[src/rtl/csr_int_timer_ctrl.sv]
// Interrupt and timer CSR block: ECFG, ESTAT.IS, TID, TCFG, TVAL and TICLR.
// It runs the constant timer FSM and the 64-bit stable counter, samples the
// hardware and IPI lines, and produces the registered has_int request.
module csr_int_timer_ctrl #(
   parameter int unsigned TIMER_W = 32,
   parameter logic [31:0] TID_RST = 32'h0
) (
   input  logic        clk,
   input  logic        reset,
   input  logic        csr_we,
   input  logic [13:0] csr_num,
   input  logic [31:0] csr_wmask,
   input  logic [31:0] csr_wdata,
   output logic [31:0] csr_rdata,
   output logic        csr_hit,
   input  logic        crmd_ie,
   input  logic [7:0]  hard_int_in,
   input  logic        ipi_int_in,
   output logic        has_int,
   output logic [63:0] stable_cnt,
   output logic [1:0]  timer_state
);

   localparam logic [13:0] CSR_ECFG  = 14'h004;
   localparam logic [13:0] CSR_ESTAT = 14'h005;
   localparam logic [13:0] CSR_TID   = 14'h040;
   localparam logic [13:0] CSR_TCFG  = 14'h041;
   localparam logic [13:0] CSR_TVAL  = 14'h042;
   localparam logic [13:0] CSR_TICLR = 14'h044;

   // LIE bit 10 does not exist; only [9:0] and [12:11] hold state.
   localparam logic [12:0] LIE_MASK = 13'h1BFF;
   localparam logic [TIMER_W-1:0] TVAL_ONE = TIMER_W'(1);

   typedef enum logic [1:0] {
      T_IDLE = 2'd0,
      T_RUN  = 2'd1,
      T_DONE = 2'd2
   } timer_state_e;

   timer_state_e        state_q, state_d;
   logic [12:0]         lie_q, lie_d;
   logic [12:0]         is_q, is_d;
   logic [31:0]         tid_q, tid_d;
   logic [TIMER_W-1:0]  tcfg_q, tcfg_d;
   logic [TIMER_W-1:0]  tval_q, tval_d;
   logic [63:0]         cnt_q;
   logic                has_int_q;

   logic                wr_ecfg, wr_estat, wr_tid, wr_tcfg, ticlr_clr;
   logic [TIMER_W-1:0]  tcfg_new;
   logic [TIMER_W-1:0]  tcfg_load;
   logic [TIMER_W-1:0]  reload_val;
   logic                timer_fire;

   assign wr_ecfg   = csr_we && (csr_num == CSR_ECFG);
   assign wr_estat  = csr_we && (csr_num == CSR_ESTAT);
   assign wr_tid    = csr_we && (csr_num == CSR_TID);
   assign wr_tcfg   = csr_we && (csr_num == CSR_TCFG);
   assign ticlr_clr = csr_we && (csr_num == CSR_TICLR) && csr_wmask[0] && csr_wdata[0];

   // Value TCFG takes if this cycle writes it; TVAL loads from it directly.
   assign tcfg_new   = (tcfg_q & ~csr_wmask[TIMER_W-1:0]) | (csr_wdata[TIMER_W-1:0] & csr_wmask[TIMER_W-1:0]);
   assign tcfg_load  = {tcfg_new[TIMER_W-1:2], 2'b00};
   assign reload_val = {tcfg_q[TIMER_W-1:2], 2'b00};

   // Timer next state: countdown/expiry first, then a TCFG write overrides TVAL and state.
   always_comb begin
      state_d    = state_q;
      tval_d     = tval_q;
      timer_fire = 1'b0;
      case (state_q)
         T_RUN: begin
            if (tval_q == TVAL_ONE) begin
               timer_fire = 1'b1;
               if (tcfg_q[1] && (reload_val != '0)) begin
                  tval_d = reload_val;
               end else begin
                  tval_d  = '0;
                  state_d = T_DONE;
               end
            end else if (tval_q != '0) begin
               tval_d = tval_q - TVAL_ONE;
            end
         end
         default: ;
      endcase
      if (wr_tcfg) begin
         tval_d = tcfg_load;
         if (!tcfg_new[0]) begin
            state_d = T_IDLE;
         end else if (tcfg_load != '0) begin
            state_d = T_RUN;
         end else begin
            // Enabling with a zero count expires immediately.
            state_d    = T_DONE;
            timer_fire = 1'b1;
         end
      end
   end

   // Timer state and TVAL registers.
   always_ff @(posedge clk) begin
      if (reset) begin
         state_q <= T_IDLE;
         tval_q  <= '0;
      end else begin
         state_q <= state_d;
         tval_q  <= tval_d;
      end
   end

   // Next values of the writable configuration CSRs.
   always_comb begin
      lie_d  = lie_q;
      tid_d  = tid_q;
      tcfg_d = tcfg_q;
      if (wr_ecfg) begin
         lie_d = ((lie_q & ~csr_wmask[12:0]) | (csr_wdata[12:0] & csr_wmask[12:0])) & LIE_MASK;
      end
      if (wr_tid) begin
         tid_d = (tid_q & ~csr_wmask) | (csr_wdata & csr_wmask);
      end
      if (wr_tcfg) begin
         tcfg_d = tcfg_new;
      end
   end

   // Next interrupt status: sampled lines, software bits, timer bit (set beats clear).
   always_comb begin
      is_d = is_q;
      if (wr_estat) begin
         is_d[1:0] = (is_q[1:0] & ~csr_wmask[1:0]) | (csr_wdata[1:0] & csr_wmask[1:0]);
      end
      is_d[9:2] = hard_int_in;
      is_d[10]  = 1'b0;
      is_d[12]  = ipi_int_in;
      if (timer_fire) begin
         is_d[11] = 1'b1;
      end else if (ticlr_clr) begin
         is_d[11] = 1'b0;
      end
   end

   // CSR state, stable counter and the registered interrupt request.
   always_ff @(posedge clk) begin
      if (reset) begin
         lie_q     <= '0;
         is_q      <= '0;
         tid_q     <= TID_RST;
         tcfg_q    <= '0;
         cnt_q     <= '0;
         has_int_q <= 1'b0;
      end else begin
         lie_q     <= lie_d;
         is_q      <= is_d;
         tid_q     <= tid_d;
         tcfg_q    <= tcfg_d;
         cnt_q     <= cnt_q + 64'd1;
         has_int_q <= crmd_ie & (|(is_q & lie_q));
      end
   end

   // Combinational read decode for the CSR numbers owned here.
   always_comb begin
      csr_rdata = '0;
      csr_hit   = 1'b1;
      case (csr_num)
         CSR_ECFG:  csr_rdata = {19'b0, lie_q};
         CSR_ESTAT: csr_rdata = {19'b0, is_q};
         CSR_TID:   csr_rdata = tid_q;
         CSR_TCFG:  csr_rdata = 32'(tcfg_q);
         CSR_TVAL:  csr_rdata = 32'(tval_q);
         CSR_TICLR: csr_rdata = '0;
         default:   csr_hit   = 1'b0;
      endcase
   end

   assign has_int     = has_int_q;
   assign stable_cnt  = cnt_q;
   assign timer_state = state_q;

endmodule

[config.mk]
export PLATFORM = sky130hd
export DESIGN_NAME = csr_int_timer_ctrl
export DESIGN_NICKNAME = d
export VERILOG_FILES = /design/src/rtl/csr_int_timer_ctrl.sv
export SDC_FILE = /design/constraint.sdc
export NUM_CORES = 1
export LEC_CHECK = 0
export CAP_MARGIN = 20
export CORE_MARGIN = 4
export CORE_UTILIZATION = 45
export DETAILED_ROUTE_END_ITERATION = 10
export PLACE_DENSITY = 0.7
export SYNTH_ARGS = -nofsm -noshare
export SYNTH_HDL_FRONTEND = slang
export SYNTH_SLANG_ARGS = --single-unit
[constraint.sdc]
create_clock -name clk -period 2.67 [get_ports clk]
set_input_delay 0.4005 -clock clk [delete_from_list [all_inputs] [get_ports clk]]
set_output_delay 0.4005 -clock clk [all_outputs]
set_load 0.01 [all_outputs]
==> metrics <==
Die Span Y=158.5 µm; vias in the first global route=10270; total power=5.785 mW; P_leak=5.455 nW; core area=22030 µm²; clock skew=0.01183 ns; slew margin rel.=45.30%; port bufs=190; largest net degree at the start of global routing=99; met1 GRT Util=33.42%; register area=3747 µm²; critical path class=in2out; leading area contributor after synthesis=dfxtp_1; die area=25120 µm²; clock buffer depth=2; routed vias=10700; detailed placer's ending HPWL=24060 µm; Num CTS Buffers=17; placer congestion estimate=0.9538; H-Tree Depth=4; Max IR drop VDD=312.1 µV; GR peak layer=met2; outcome=finished clean; GR Overflow Total=0; Fmax=376.5 MHz; Worst Tran Pin Value=0.8205 ns; Fill cells=1955; final WL=33420 µm; Post-Synthesis Cell Area=10190 µm²; initial antenna violation count=3; clock sinks=187; setup slack at placement=-0.5919 ns; average size of a mapped cell=7.827 µm²; Layout area overhead=35.06%; final hold vios=0; worst min-delay path class=in2reg; Synth top area share=36.73%; number of synthesized flops with an enable pin=0; top_reg_cell synth=dfxtp_1; Total Nets Final=1643; Mapped Cells=1302; antenna cells=0; Clock Root Buffer=clkbuf_16; post-synth cell types=54; M3 GR Usage=6.741%; max_cap viols=0; register area share after synthesis=36.73%; fin. max-slew vios=0; Worst Path Arrival=2.26 ns; Top-Level Pins=191; TritonCTS clock tree=done; final worst slack=0.01380 ns; First DRT Iteration DRCs=773; clock transition at the registers of the reported paths=0.07 ns; top post-synthesis cells by area=dfxtp_1, mux2i_1, nor2_1, a21oi_1, nand2_1; ys async rst share=0%; GR Util met2=42.72%; FF+latch count, synth=187; non-filler instance count after layout=1842; fin crit share=99.48%; Total GRT Usage=26.12%; first-pass GRT wire length=53050 µm; DR DRC count=0; pwr/cell area=420.3 nW/µm²; Starting Density=46.27%; CP Max Fanout=19; Antenna Nets Post-Route=0; Worst Setup End Kind=output port; Critical Path Start Type=input port; area of the multi-input gates=6172 µm²; drt wl/cell=18.14 µm; post-DR vias/cell=5.807; Worst EP required=2.27 ns; syn_nets=1396; Final min period=2.656 ns; Std-Cell Rows=54; final setup vio count=0; Yosys warnings=0; DRT Pass-1 Iters=5; worst skew pair latency=0.44 ns; Placed Instances=1794; Die Span X=158.5 µm; layout cells sized above 1=12.87%
[through the flow]
stage | TNS [ns] | utilization, % | hold WS, ns | instance area [µm²]
after floorplan | 0 | - | 0.4446 | 10190
after global placement | -19.29 | 59.03 | 0.4383 | 13000
after detailed placement | -22.57 | 59.03 | 0.4457 | 13000
after CTS | 0 | 62.24 | 0.4644 | 13710
after global routing | -0.2359 | 62.49 | 0.4769 | 13760
final | 0 | 62.49 | 0.4354 | 13760
[final timing paths]
| check | from | to | slack [ns] | cells after the start |
|---|---|---|---|---|
| worst min register to register | stable_cnt[0]$_SDFF_PP0_ | stable_cnt[0]$_SDFF_PP0_ | 0.46 | 1 |
| worst max-delay path | csr_num[0] | csr_rdata[30] | 0.01 | 7 |
| worst min-delay path | reset | stable_cnt[45]$_SDFF_PP0_ | 0.44 | 2 |
| worst max register to register | tval_q[8]$_SDFFE_PP0P_ | tval_q[6]$_SDFFE_PP0P_ | 0.10 | 7 |
[cells in the mapped netlist, types with 4 or more instances]
| cell type | n |
|---|---|
| nor2_1 | 208 |
| dfxtp_1 | 187 |
| nand2_1 | 130 |
| a21oi_1 | 114 |
| mux2i_1 | 109 |
| nand3_1 | 69 |
| clkbuf_1 | 63 |
| xnor2_1 | 39 |
| nor4_1 | 35 |
| xor2_1 | 34 |
| nand4_1 | 33 |
| nor3_1 | 25 |
| o21ai_0 | 21 |
| nor2b_1 | 16 |
| a22oi_1 | 14 |
| a31oi_1 | 14 |
| and4_1 | 13 |
| and3_1 | 12 |
| inv_1 | 12 |
| or4_1 | 12 |
| a211oi_1 | 11 |
| buf_1 | 11 |
| buf_2 | 11 |
| o22ai_1 | 11 |
| or3_1 | 11 |
| a211o_1 | 9 |
| a21o_1 | 8 |
| nand2b_1 | 7 |
| a221oi_1 | 6 |
| nor3b_1 | 6 |
| nor4b_1 | 5 |
| o21ai_1 | 5 |
| o211ai_1 | 4 |
| o31ai_1 | 4 |
[layer usage]
layer	up-vias	wire length [µm]
met5	-	34
met1	5068	14350
met3	79	2461
met2	409	15590
li1	5134	-
met4	6	985
[layout make-up]
cell class              instances  area share [%]
well taps                     280           2.545
multi-input cells            1017           44.84
clock buffers                  18           3.191
flip-flops and latches        187           27.22
inverters                      12          0.3272
repair buffers                314           20.73
clock inverters                14           1.136
[worst max-delay path, stage by stage]
cell and delay, ns:
clkdlybuf4s50_1 0.58, buf_6 0.23, buf_4 0.23, nor2_1 0.07, a21oi_1 0.20, nor2_1 0.06
clkdlybuf4s50_1 0.48
[report_power, final]
group | total, mW | switching [mW] | internal, mW | leakage [nW]
clock | 2.58 | 1.23 | 1.35 | 0.290
sequential | 2.80 | 0.00717 | 2.80 | 1.51
combinational | 0.401 | 0.207 | 0.194 | 3.66
[cell families (layout without fill, tap and decap cells)]
family / after synthesis / in the layout / synth area share (%)
buffers and inverters: 98 / 358 / 3.781
muxes: 111 / 111 / 10.93
DFF: 187 / 187 / 36.73
and+or+nand+nor: 593 / 593 / 27.80
xor gates and xnor gates: 73 / 73 / 6.274
adders and majority gates: 3 / 3 / 0.3684
AOI/OAI and AO/OA: 237 / 237 / 14.12
[cells in the final DEF, fill, tap and decap left out, types with 12 or more instances in the layout]
cell type        instances
inv_1                   12
a31oi_1                 14
nor2b_1                 15
nand4_1                 33
and3_1                  12
xor2_1                  34
xnor2_1                 39
mux2i_1                109
nor2_1                 207
a21oi_1                114
and4_1                  12
nand2_1                130
buf_4                  112
dfxtp_1                184
clkdlybuf4s50_1        164
nor4_1                  32
clkbuf_16               17
buf_2                   15
nand3_1                 69
o21ai_0                 16
nor3_1                  25
[timing repair]
action                                  in CTS  in global routing
buffers inserted                            11                  4
gates cloned                                 2                  0
gates resized for setup                     97                 21
pin swaps                                    7                  6
endpoints found under the setup margin      36                 46
endpoints found under the hold margin        0                  0
hold buffers                                 0                  0
No activity file was read; power rests on OpenSTA's default activity.
